`src/rtl/alu_arbiter.sv`:
```
// Round-robin arbiter that shares one registered 8-bit ALU between two requesters.
// Each accepted request takes 3 cycles; the response is routed back to its owner.
module alu_arbiter #(
  parameter int WIDTH = 8
) (
  input  logic             clk,
  input  logic             rst_n,
  input  logic             req0_valid,
  output logic             req0_ready,
  input  logic [WIDTH-1:0] req0_op1,
  input  logic [WIDTH-1:0] req0_op2,
  input  logic [1:0]       req0_fn,
  input  logic             req1_valid,
  output logic             req1_ready,
  input  logic [WIDTH-1:0] req1_op1,
  input  logic [WIDTH-1:0] req1_op2,
  input  logic [1:0]       req1_fn,
  output logic             rsp0_valid,
  output logic [WIDTH-1:0] rsp0_result,
  output logic             rsp0_zero,
  output logic             rsp0_err,
  output logic             rsp1_valid,
  output logic [WIDTH-1:0] rsp1_result,
  output logic             rsp1_zero,
  output logic             rsp1_err,
  output logic [WIDTH-1:0] alu_op1,
  output logic [WIDTH-1:0] alu_op2,
  output logic [1:0]       alu_fn,
  input  logic [WIDTH-1:0] alu_result,
  output logic             busy
);

  typedef enum logic [1:0] {IDLE, EXEC, CAPT} state_t;

  state_t           state, state_nxt;
  logic             last_grant;
  logic             owner_p0;
  logic             err_p0;
  logic             grant1;
  logic             accept;
  logic             any_valid;
  logic [WIDTH-1:0] sel_op1, sel_op2;
  logic [1:0]       sel_fn;
  logic             sel_dz;
  logic             capt0, capt1;

  function automatic logic [WIDTH-1:0] fmt_result(input logic err, input logic [WIDTH-1:0] res);
    return err ? {WIDTH{1'b1}} : res;
  endfunction

  function automatic logic fmt_zero(input logic err, input logic [WIDTH-1:0] res);
    return !err && (res == '0);
  endfunction

  assign any_valid = req0_valid | req1_valid;
  // last_grant == 0 means req0 won last time, so req1 takes a tie.
  assign grant1    = req1_valid & (~req0_valid | ~last_grant);

  assign sel_op1 = grant1 ? req1_op1 : req0_op1;
  assign sel_op2 = grant1 ? req1_op2 : req0_op2;
  assign sel_fn  = grant1 ? req1_fn  : req0_fn;
  assign sel_dz  = (sel_fn == 2'd3) && (sel_op2 == '0);

  always_ff @(posedge clk or negedge rst_n) begin
    if (!rst_n) state <= IDLE;
    else        state <= state_nxt;
  end

  always_comb begin
    state_nxt = state;
    case (state)
      IDLE:    if (any_valid) state_nxt = EXEC;
      EXEC:    state_nxt = CAPT;
      CAPT:    state_nxt = IDLE;
      default: state_nxt = IDLE;
    endcase
  end

  always_comb begin
    req0_ready = 1'b0;
    req1_ready = 1'b0;
    busy       = (state != IDLE);
    if (rst_n && state == IDLE) begin
      req0_ready = req0_valid & ~grant1;
      req1_ready = grant1;
    end
  end

  assign accept = req0_ready | req1_ready;
  assign capt0  = (state == CAPT) && !owner_p0;
  assign capt1  = (state == CAPT) &&  owner_p0;

  // Accept: load the ALU drive; a divide by zero is turned into 0 + op1 so the ALU never sees it.
  always_ff @(posedge clk or negedge rst_n) begin
    if (!rst_n) begin
      alu_op1    <= '0;
      alu_op2    <= '0;
      alu_fn     <= '0;
      owner_p0   <= 1'b0;
      err_p0     <= 1'b0;
      last_grant <= 1'b1;
    end else if (accept) begin
      alu_op1    <= sel_op1;
      alu_op2    <= sel_dz ? '0 : sel_op2;
      alu_fn     <= sel_dz ? 2'd0 : sel_fn;
      owner_p0   <= grant1;
      err_p0     <= sel_dz;
      last_grant <= grant1;
    end
  end

  // Capture: ALU result is valid in CAPT; route it to the owner only.
  always_ff @(posedge clk or negedge rst_n) begin
    if (!rst_n) begin
      rsp0_valid  <= 1'b0;
      rsp0_result <= '0;
      rsp0_zero   <= 1'b0;
      rsp0_err    <= 1'b0;
      rsp1_valid  <= 1'b0;
      rsp1_result <= '0;
      rsp1_zero   <= 1'b0;
      rsp1_err    <= 1'b0;
    end else begin
      rsp0_valid <= capt0;
      rsp1_valid <= capt1;
      if (capt0) begin
        rsp0_result <= fmt_result(err_p0, alu_result);
        rsp0_zero   <= fmt_zero(err_p0, alu_result);
        rsp0_err    <= err_p0;
      end
      if (capt1) begin
        rsp1_result <= fmt_result(err_p0, alu_result);
        rsp1_zero   <= fmt_zero(err_p0, alu_result);
        rsp1_err    <= err_p0;
      end
    end
  end

endmodule

```
`config.mk`:
```
export PLATFORM = sky130hd
export DESIGN_NAME = alu_arbiter
export DESIGN_NICKNAME = d
export VERILOG_FILES = /design/src/rtl/alu_arbiter.sv
export SDC_FILE = /design/constraint.sdc
export NUM_CORES = 1
export LEC_CHECK = 0
export ABC_CLOCK_PERIOD_IN_PS = 2400
export BUFFER_PORTS_ARGS = -buffer_cell sky130_fd_sc_hd__buf_2
export CAP_MARGIN = 20
export CORE_MARGIN = 4
export CORE_UTILIZATION = 46
export CTS_CLUSTER_DIAMETER = 120
export DETAILED_ROUTE_END_ITERATION = 8
export PLACE_DENSITY = 0.79
export SLEW_MARGIN = 30
export SYNTH_ARGS = -nofsm -noshare
export SYNTH_HDL_FRONTEND = slang
export SYNTH_SLANG_ARGS = --single-unit
```
`constraint.sdc`:
```
create_clock -name clk -period 2.4 [get_ports clk]
set_input_delay 0.12 -clock clk [delete_from_list [all_inputs] [get_ports clk]]
set_output_delay 0.12 -clock clk [all_outputs]
set_load 0.02 [all_outputs]
```
==> run metrics <==
Crit Reg-Reg Startpoint state[1]; I/O pin cnt between 90 and 100; # diodes 0; die width around 74 µm; CTS max path bufs 2; drt pass-1 iters 4; layout cell share with drive strength beyond 1 around 53%; Worst Clk Skew 0.00366 ns; Worst EP arrival 2.09 ns; first-pass GRT wire length 7.39 mm; Finish-stage setup viols 0; Via density approximately 5; design area around 2600 µm²; hold path start alu_result[3]; Slew HR a little over half; full die area 5460 µm²; number of global-route vias before repair between 1,500 and 2,000; Congestion Overflow GR 0; Hold Crit Depth 3; Row Count 23; Max VDD drop approximately 0.74 mV; CTS tree done; PwrDens ~1300 nW/µm²; Hold Path Class input port to register; FF-to-FF path depth 3; # H-tree levels 2; reg2reg setup slack about 0.55 ns; vias between 1,500 and 2,000; initial antenna violation count 0; Gates resized, CTS repair 0; Overall Global Routing Usage around 18%; area grow syn2layout 28.9%; period utilization between 80% and 90%; mean post-synth cell area around 12 µm²; Die H between 70 and 80 µm; Pleak ~0.0013 µW; largest net degree at the start of global routing 46; CP endpoint kind register; Tightest Pin Transition between 0.7 and 0.8 ns; global placer's final weighted congestion approximately 0.86; register area share after synthesis a little under three fifths; Synthesized Nets approximately 210; Residual DRC 0; fill count roughly 350; CORE AREA between 4000 and 5000 µm²; fmax 521 MHz; post-route antenna net violation count 0; Max-Cap Viols 0; Startpoint Class input port; Sum Neg Setup Slack 0 ns; Setup CP Type input port to register; DRT iter0 DRCs 73; Buffers on Ports 90; minimum clock period after layout approximately 1.9 ns; multi-input logic area 822 µm²; Final Hold Fails 0; commonest non-fill, non-tap cell in the layout buf_2; synth unique cells 31; commonest non-fill, non-tap cells in the layout buf_2, dfrtp_1, mux2_2; Post-layout nets about 310; Critical Path RT 2.57 ns; worst hold endpoint rsp1_result[3]; WL/cell 14.8 µm; FF-to-FF End alu_op2[4]; clock sink total 45; Clk pin slew, worst setup/hold paths approximately 0.08 ns; Synth Register Bits between 40 and 50; Worst-Skew Late Latency approximately 0.28 ns; Root Buffer clkbuf_8; unrepaired setup endpoints after global routing false; Critical Path Fanout Max 16; Syn Inst Count 166; outcome completed; Ys Warns 0; register area about 1100 µm²; placed wire-length estimate 3.52 mm; Final Max Slew Viols 0; final wirelength 4.56 mm; Initial Util between 40% and 50%; cts bufs inserted 5; Area after DPL about 2500 µm²; Mapped Area 2000 µm²
## sequential cells by signal (all words and copies together), names as in the netlist
register	cells
rsp0_err	1
rsp0_result	8
rsp1_valid	1
rsp0_valid	1
err_p0	1
last_grant	1
rsp0_zero	1
alu_op1	8
rsp1_result	8
state	2
owner_p0	1
rsp1_err	1
alu_op2	8
rsp1_zero	1
alu_fn	2
## cell usage after synthesis
master	instances	share of area [%]
nor2b_1	1	0.31
clkbuf_1	6	1.1
nor3_1	1	0.25
nand2_1	9	1.7
nand3_1	1	0.25
or3b_1	1	0.44
nor3b_2	1	0.63
or2_2	1	0.31
mux2i_1	3	1.5
buf_4	1	0.38
nor4_1	3	0.94
inv_1	2	0.38
nand3b_1	1	0.38
nor3b_1	1	0.38
buf_6	1	0.56
nor4bb_1	2	1.0
o31a_1	1	0.44
a21o_1	2	0.75
a21oi_1	8	2.0
nor2_4	1	0.56
a21boi_0	1	0.38
o21ai_0	11	2.8
dfstp_2	1	1.3
dfrtp_1	44	55
mux2_2	34	19
or2_4	1	0.44
nor2_1	21	3.9
a21bo_2	1	0.50
o41ai_1	2	0.88
and4_1	2	0.88
o21bai_1	1	0.38
## metal layers
| layer | vias to the layer above | GRT usage (%) | routed length (µm) |
|---|---|---|---|
| met1 | 729 | 24.1 | 2000 |
| met5 | - | 0 | 0 |
| met3 | 10 | 4.38 | 212 |
| li1 | 770 | - | - |
| met4 | 0 | 6.04 | 72 |
| met2 | 36 | 28.0 | 2270 |
## critical path, stage by stage
cell and delay (ns):
dlygate4sd3_1 0.55, buf_2 0.12, or3b_1 0.47, nor2_4 0.43, mux2_2 0.39
## worst max-delay path by stage
stage,from,end,slack (ns),cells after the start
4_1_cts,rst_n,alu_op2[4],0.49,5
3_5_place_dp,state[1],alu_op1[5],0.54,3
5_1_grt,rst_n,alu_op2[4],0.43,5
3_3_place_gp,state[1],alu_op1[2],0.57,3
6_report,rst_n,alu_op2[4],0.48,5
2_1_floorplan,state[1],alu_op1[0],0.69,5
## report_power, final
part	total [µW]	internal [µW]	switching (µW)
Sequential	1340	1130	213
Combinational	1510	609	897
Clock	435	207	228
Total	3280	1950	1340
## stage by stage
step                      setup WS, ns  instances  hold slack [ns]  util [%]  power, µW
after floorplan                  0.685        166           -0.176         -       2340
after global placement           0.570        300            0.253      60.8       2840
after detailed placement         0.542        300            0.253      60.8       2880
after CTS                        0.489        309            0.126      63.0       3320
after global routing             0.431        309            0.142      63.0       3510
final                            0.480        309            0.130      63.0       3280
## logic make-up (layout without fill, tap and decap cells)
group,Yosys count,count (layout),share of synthesized area [%]
flops,45,45,56.4
buf+inv,10,103,2.44
mux,37,37,20.7
simple gates,47,47,12.4
compound gates,27,27,8.08
## final cells by class
cell class | count | area share (%)
clock buffer | 8 | 3.11
inverter | 2 | 0.292
multi-input combinational | 111 | 31.9
sequential | 45 | 43.8
tap | 50 | 2.43
timing repair buffer | 93 | 18.5
## what timing repair did
item / 4_1_cts / 5_1_grt
hold endpoints to repair: 44 / 0
hold buffers: 1 / 0
buffers inserted: 0 / 0
(Power assumes the default switching activity.)
